===== src/rtl/dcache_controller.sv =====
// Direct-mapped, write-back, write-allocate data cache controller between the
// MEM stage and a line-wide data memory, with saturating hit/miss counters.
//
// state     | meaning
// IDLE      | serve hits; on a miss pick WRITEBACK (dirty victim) or REFILL
// WRITEBACK | write the dirty victim line to memory, wait for ack
// REFILL    | fetch the requested line from memory, wait for ack
module dcache_controller #(
  parameter int SETS  = 16,
  parameter int CNT_W = 16
) (
  input  logic              clk_i,
  input  logic              rst_i,
  input  logic              cpu_req_i,
  input  logic              cpu_we_i,
  input  logic [31:0]       cpu_addr_i,
  input  logic [31:0]       cpu_wdata_i,
  output logic [31:0]       cpu_rdata_o,
  output logic              cpu_stall_o,
  output logic              mem_enable_o,
  output logic              mem_write_o,
  output logic [31:0]       mem_addr_o,
  output logic [127:0]      mem_wdata_o,
  input  logic [127:0]      mem_rdata_i,
  input  logic              mem_ack_i,
  output logic [CNT_W-1:0]  hit_cnt_o,
  output logic [CNT_W-1:0]  miss_cnt_o
);

  localparam int IDX_W = $clog2(SETS);
  localparam int TAG_W = 28 - IDX_W;

  typedef enum logic [1:0] {IDLE, WRITEBACK, REFILL} state_t;

  state_t             state, state_nxt;
  logic [SETS-1:0]    valid, dirty;
  logic [TAG_W-1:0]   tag_mem  [SETS];
  logic [127:0]       data_mem [SETS];

  logic [IDX_W-1:0]   idx, miss_idx;
  logic [TAG_W-1:0]   tag, miss_tag;
  logic [1:0]         word;
  logic               hit, idle_hit, miss_start;
  logic [CNT_W-1:0]   hit_cnt, miss_cnt;
  logic               unused_addr_lsb;

  assign idx             = cpu_addr_i[IDX_W+3:4];
  assign tag             = cpu_addr_i[31:IDX_W+4];
  assign word            = cpu_addr_i[3:2];
  assign unused_addr_lsb = ^cpu_addr_i[1:0];

  assign hit        = cpu_req_i & valid[idx] & (tag_mem[idx] == tag);
  assign idle_hit   = (state == IDLE) & hit;
  assign miss_start = (state == IDLE) & cpu_req_i & ~hit;

  assign cpu_stall_o = cpu_req_i & ~idle_hit;
  assign cpu_rdata_o = idle_hit ? data_mem[idx][{word, 5'd0} +: 32] : 32'd0;
  assign hit_cnt_o   = hit_cnt;
  assign miss_cnt_o  = miss_cnt;

  // The miss index/tag are latched so a dropped or changed request cannot
  // redirect a transfer that is already under way.
  always_comb begin
    state_nxt    = state;
    mem_enable_o = 1'b0;
    mem_write_o  = 1'b0;
    mem_addr_o   = 32'd0;
    mem_wdata_o  = 128'd0;
    case (state)
      IDLE: begin
        if (miss_start)
          state_nxt = (valid[idx] && dirty[idx]) ? WRITEBACK : REFILL;
      end
      WRITEBACK: begin
        mem_enable_o = 1'b1;
        mem_write_o  = 1'b1;
        mem_addr_o   = {tag_mem[miss_idx], miss_idx, 4'b0000};
        mem_wdata_o  = data_mem[miss_idx];
        if (mem_ack_i) state_nxt = REFILL;
      end
      REFILL: begin
        mem_enable_o = 1'b1;
        mem_addr_o   = {miss_tag, miss_idx, 4'b0000};
        if (mem_ack_i) state_nxt = IDLE;
      end
      default: state_nxt = IDLE;
    endcase
  end

  always_ff @(posedge clk_i) begin
    if (rst_i) begin
      state    <= IDLE;
      valid    <= '0;
      dirty    <= '0;
      miss_idx <= '0;
      miss_tag <= '0;
      hit_cnt  <= '0;
      miss_cnt <= '0;
      for (int i = 0; i < SETS; i++) begin
        tag_mem[i]  <= '0;
        data_mem[i] <= '0;
      end
    end else begin
      state <= state_nxt;

      if (miss_start) begin
        miss_idx <= idx;
        miss_tag <= tag;
        if (miss_cnt != {CNT_W{1'b1}}) miss_cnt <= miss_cnt + 1'b1;
      end

      if (idle_hit) begin
        if (hit_cnt != {CNT_W{1'b1}}) hit_cnt <= hit_cnt + 1'b1;
        if (cpu_we_i) begin
          data_mem[idx][{word, 5'd0} +: 32] <= cpu_wdata_i;
          dirty[idx] <= 1'b1;
        end
      end

      if (state == WRITEBACK && mem_ack_i)
        dirty[miss_idx] <= 1'b0;

      if (state == REFILL && mem_ack_i) begin
        data_mem[miss_idx] <= mem_rdata_i;
        tag_mem[miss_idx]  <= miss_tag;
        valid[miss_idx]    <= 1'b1;
        dirty[miss_idx]    <= 1'b0;
      end
    end
  end

endmodule


===== config.mk =====
export PLATFORM = sky130hd
export DESIGN_NAME = dcache_controller
export DESIGN_NICKNAME = d
export VERILOG_FILES = /design/src/rtl/dcache_controller.sv
export SDC_FILE = /design/constraint.sdc
export NUM_CORES = 2
export LEC_CHECK = 0
export CAP_MARGIN = 20
export CELL_PAD_IN_SITES_DETAIL_PLACEMENT = 1
export CELL_PAD_IN_SITES_GLOBAL_PLACEMENT = 1
export CORE_MARGIN = 3
export CORE_UTILIZATION = 50
export CTS_BUF_LIST = sky130_fd_sc_hd__clkbuf_16
export CTS_CLUSTER_DIAMETER = 80
export DETAILED_ROUTE_END_ITERATION = 6
export PLACE_DENSITY = 0.83
export RECOVER_POWER = 50
export SYNTH_ARGS = -nofsm -noshare
export SYNTH_HDL_FRONTEND = slang
export SYNTH_SLANG_ARGS = --single-unit

===== constraint.sdc =====
create_clock -name clk_i -period 10.23 [get_ports clk_i]
set_input_delay 3.069 -clock clk_i [delete_from_list [all_inputs] [get_ports clk_i]]
set_output_delay 3.069 -clock clk_i [all_outputs]
set_load 0.01 [all_outputs]

# ---- Word level (Yosys, flattened, before mapping)
# Memories as Yosys holds them, arrays and structs flattened. A register that Yosys moved wholly into a read port is not among the register bits.
# Cells that the tools add are included.
dict set report totals {
  ram_bits 2432
  word_cells 99
  memories 2
  inputBits 197
  latchBits 0
  register_bits 94
  mem_bits_ro 0
}
dict set report op_classes {
  n_div 0
  add_sub_neg 3
  bitwise 13
  multipliers 0
  magnitude_cmp 4
  n_eq_ne 8
  n_mux 46
  n_reduce_logical 13
  shift 3
}
# name words word_bits rd rd_ports_with_merged_regs write_ports line
set memory_table {}
lappend memory_table {data_mem 16 128 2 1 16 38} ;# logic [127:0] data_mem [SETS];
lappend memory_table {tag_mem 16 24 2 1 16 37} ;# logic [TAG_W-1:0] tag_mem [SETS];
# operator n
set ops {}
lappend ops {{$mux W128} 6}
lappend ops {{$reduce_or A128 Y1} 2}
lappend ops {{$shift A32 B9 Y128 const A} 1}
lappend ops {{$shiftx A128 B8 Y32} 1}
lappend ops {{$shiftx A32 B9 Y128} 1}
lappend ops {{$mux W16} 6}
lappend ops {{$pmux W32 S2} 1}
lappend ops {{$add A16 B1 Y16 const B} 2}
lappend ops {{$and A16 B16 Y16} 2}
lappend ops {{$mux W32} 1}
lappend ops {{$ne A16 B16 Y1 const B} 2}
lappend ops {{$or A16 B16 Y16} 2}
lappend ops {{$mux W4} 7}
lappend ops {{$eq A24 B24 Y1} 1}
lappend ops {{$mux W24} 1}
lappend ops {{$reduce_or A24 Y1} 1}
lappend ops {{$not A16 Y16} 1}
lappend ops {{$mux W1} 15}
lappend ops {{$lt A4 B5 Y1 const B} 2}
lappend ops {{$neg A7 Y9} 1}
lappend ops {{$bmux W1 S4} 2}
lappend ops {{$demux W1 S4} 2}
lappend ops {{$ge A4 B1 Y1 const B} 2}
lappend ops {{$mux W2} 4}
lappend ops {{11 further kinds} 24}

# ---- Longest topological paths before layout
dict set report depth {
  depth_word 13
  mapped_depth 16
  depth_no_buf 9
}

# ---- Worst setup path before layout
# OpenSTA, ideal clock, no wires.
dict set report synth_timing {
  path_kind {in2out}
  start {in cpu_addr_i[4]}
  end {out cpu_rdata_o[0]}
  cell_stages 10
  t_arrival_ns 6.386
  n_path_buf 6
  setup_slack_ns 0.775
  cell_sequence {buf_2 -> buf_4 -> buf_4 -> buf_2 -> clkbuf_1 -> buf_1 -> mux4_2 -> mux4_2 -> mux4_2 -> and2_1}
}
dict set report synth_between {
  elab_chain_len 6
  elab_cells_between_ends 10
  classes_between {1 x eq/ne; 1 x shift; 3 x mux; 3 x bitwise; 2 x memory}
}
# item line
set synth_rtl {}
lappend synth_rtl {{start, declared} 16} ;# input logic [31:0] cpu_addr_i,
lappend synth_rtl {{branches (longest 5 deep; another with $mem_v2 Z16 W128)} n/a}
lappend synth_rtl {{$mux W32 *} 57} ;# assign cpu_rdata_o = idle_hit ? data_mem[idx][{word, 5'd0} +: 32] : 32'd0;
lappend synth_rtl {{end, declared} 18} ;# output logic [31:0] cpu_rdata_o,
# Every way passes the cells marked *. The select of a mux whose other input is x is not followed.

==> impl_metrics.tcl <==
set metrics [dict create \
    clock_tree.htree_level_count 5 \
    setup.reg_to_reg.worst_slack_ns 2.99 \
    cp_max_fo 64 \
    track_usage_pct 41.4 \
    place_ws_ns -0.117 \
    drt_drc_violations_left 121 \
    worst-endpoint-required_ns 10.97 \
    post-route-worst-setup-slack_ns -0.0352 \
    p_per_area_nw_per_um2 170 \
    synth-edff-count 2432 \
    final_min_period_over_clock_period_pct 100 \
    clk_latency_ns 1.02 \
    grt_pass1_wl_um 795000 \
    design.portCount 424 \
    grt_antenna_before_repair 95 \
    maxCapViolations 62 \
    number_of_buffers_created_by_cts 294 \
    die_w_um 524 \
    post_synth.cell_area_avg_um2 15.5 \
    timing.reg2reg.worst_path_depth 11 \
    whs_endpoint "valid[5]$_SDFFE_PP0P_" \
    setup_viol 4 \
    yosys.cell_types.count 67 \
    worst-endpoint-arrival_ns 11.01 \
    crit_start "rst_i" \
    crit_slowest_cell "sky130_fd_sc_hd__clkbuf_1" \
    ys_async_sr_fraction_pct 0 \
    family_with_the_most_delay_on_the_worst_path "buffers and inverters" \
    synthCells 8675 \
    hold_path_depth 1 \
    hold_path_origin "valid[5]$_SDFFE_PP0P_" \
    fin_skew_ns 0.0910 \
    mappedNetlistArea_um2 134000 \
    number_of_buffer_and_inverter_instances_along_the_worst_setup_path 6 \
    finalCriticalPeriod_ns 10.27 \
    drt_iter0_markers 19200 \
    tritoncts "done" \
    critical_path.max_stage_delay_ns 2.61 \
    path_cells "clkbuf_1 -> inv_1 -> nand2_1 -> clkbuf_1 -> nand2_1 -> o21ai_0 -> buf_4 -> nand3_1 -> buf_16 -> clkbuf_2 -> nor3_1" \
    vias_in_the_first_global_route 104000 \
    multiInputGateArea_um2 54900 \
    routed-via-count 100000 \
    top_library_cells_by_usage_in_the_layout_fill_and_taps_aside "2432 x sky130_fd_sc_hd__edfxtp_1, 2002 x sky130_fd_sc_hd__nor3_1, 1513 x sky130_fd_sc_hd__mux4_2, 378 x sky130_fd_sc_hd__clkdlybuf4s50_1, 300 x sky130_fd_sc_hd__clkbuf_16" \
    drv_slew 1990 \
    rr_endpoint "miss_tag[23]$_SDFFE_PP0P_" \
    failed_checks "design-rule violations, max-capacitance violations, max-slew violations, negative setup slack" \
    clock_power_share_pct 39.5 \
    min_path_type "register to register" \
    floorplan.initialDensity_pct 50.5 \
    syn_to_final_growth_pct 13.1 \
    worstMarginPinSlew_ns 3.80 \
    congestion_overflow_gr 0 \
    rsz0062_at_grt "no" \
    hold_viol_final 0 \
    wirelength_um 576000 \
    finish.net_count 8956 \
    floorplan.die_area_um2 275000 \
    post-cts-setup-buffer-count 0 \
    layout.cells.most_common "sky130_fd_sc_hd__edfxtp_1" \
    post_route_cells_drive_above_1_share_pct 27.7 \
    max_clock_freq_ghz 0.0974 \
    number_of_synthesized_register_bits 2530 \
    drt-wirelength-per-cell_um 45.8 \
    place_hpwl_um 321000 \
    combinationalPowerShare_pct 13.9 \
    fillerInstances 24200 \
    final_cell_area_um2 152000 \
    max-slew-margin-rel_pct -153 \
    clock-sinks 2530 \
    worst_setup_hold_path_clk_slew_ns 0.06 \
    detail_route.first_pass.iterations 7 \
    num_rows 189 \
    share_of_total_power_in_sequential_cells_pct 46.6 \
    number_of_buffers_between_clock_root_and_the_deepest_sink 4 \
    globalplace.congestion 0.923 \
    launch_instance_of_the_worst_register_to_register_path "tag_mem[7][21]$_SDFFCE_PN0P_" \
    sw_frac_of_total_pct 27.4 \
    vias_per_cell 7.96 \
    outcome "finished, violations left" \
    yosys_warnings 0 \
    cts_root_buffer "sky130_fd_sc_hd__clkbuf_16" \
    layout.area.seq_um2 75000 \
    cellInternalPower_mw 18.7 \
    grt_start_max_net_pins 238 \
    critical_path_class "input port to register" \
    switchingPower_mw 7.06 \
    ctsHoldBuffers 0 \
    worst_setup_path_start_kind "input port" \
    fp.dieH_um 524 \
    crit_path_end_kind "register" \
    route.antenna.remaining_nets 0 \
    placement.cell_area_um2 144000 \
    p_leak_nw 47.3 \
    vdd.ir_drop.worst_v 0.000216 \
    timing.hold.ws_ns 0.466 \
    synth-seq-area-share_pct 55.9 \
    synth-main-ff-cell "sky130_fd_sc_hd__edfxtp_1" \
    buffer_ports.inserted 417 \
    layout.core_utilization_pct 57.1 \
    core_area_um2 266000 \
]
[through the flow]
step	cells	setup TNS, ns	total power [mW]
floorplan	8678	0	14.1
global placement	12000	-0.576	15.3
detailed placement	12000	-1.38	15.5
CTS	12500	0	25.5
global route	12500	0	26.1
finish	12600	-0.0514	25.8
[flip-flops by register name (all words and copies together), names as in the netlist, named ones only]
name and flops:
valid 16, miss_cnt_o 16, tag_mem 384, hit_cnt_o 16
data_mem 2048, miss_tag 24, miss_idx 4, dirty 16
state 2
[worst max path at each step]
stage                                    endpoint  slack [ns]  depth (start not counted)
floorplan                          cpu_rdata_o[0]        0.77                         10
finish              data_mem[4][27]$_SDFFCE_PN0P_       -0.04                         11
global route        data_mem[2][31]$_SDFFCE_PN0P_        0.03                         11
global placement                   cpu_rdata_o[9]       -0.04                         13
CTS                                cpu_rdata_o[4]        0.05                         13
detailed placement                cpu_rdata_o[29]       -0.12                         14
[cell usage after synthesis, drive strengths merged, types with 50 or more instances]
| cell type | n | share of area [%] |
|---|---|---|
| o21ai | 121 | 0.45 |
| mux2i | 77 | 0.57 |
| dfxtp | 98 | 1.5 |
| clkbuf | 726 | 2.0 |
| nor2 | 55 | 0.15 |
| mux4 | 1513 | 25 |
| buf | 374 | 1.6 |
| edfxtp | 2432 | 54 |
| a22oi | 168 | 0.95 |
| and2 | 558 | 2.6 |
| nand2 | 50 | 0.14 |
| a21oi | 72 | 0.27 |
| nor3 | 2061 | 8.1 |
[layout make-up]
cell class	instances	share of cell area, %
inverters	35	0.0914
diodes	75	0.124
well taps	3533	2.91
flip-flops and latches	2530	49.4
multi-input cells	5013	36.1
repair buffers	875	5.51
clock buffers	300	4.94
clock inverters	200	0.900
[timing repair]
item | 4_1_cts | 5_1_grt
gates cloned | 0 | 0
hold endpoints to repair | 0 | 0
endpoints found under the setup margin | 26 | 18
resized for setup | 3 | 7
[power by group through the flow]
stage                     logic, mW  registers [mW]  clock network (mW)
after floorplan                2.02            12.1                   0
after global placement         3.25            12.1                   0
after detailed placement       3.33            12.2                   0
after CTS                      3.38            12.0                10.1
after global routing           3.58            12.0                10.5
final                          3.58            12.0                10.2
[routing by layer]
layer | vias up | part of all wire, % | global-route usage (%) | wire length [um]
met5 | - | 0.14 | 1.80 | 833
met4 | 80 | 9.7 | 33.8 | 56000
met3 | 3108 | 17 | 17.3 | 96600
met2 | 10900 | 44 | 60.6 | 254000
met1 | 50200 | 29 | 47.5 | 168000
li1 | 35800 | - | - | -
[kinds of logic (layout without fill, tap and decap cells)]
family,Yosys count,count (layout),share of synthesized area [%]
xor+xnor,28,28,0.183
compound gates,465,465,2.30
simple gates,2901,2901,11.8
buf+inv,1135,1410,3.68
flops,2530,2530,55.9
fa+ha+maj,10,10,0.0932
mux,1605,1605,26.1
other cells,1,79,0.00279
No activity file was read; power rests on OpenSTA's default activity.
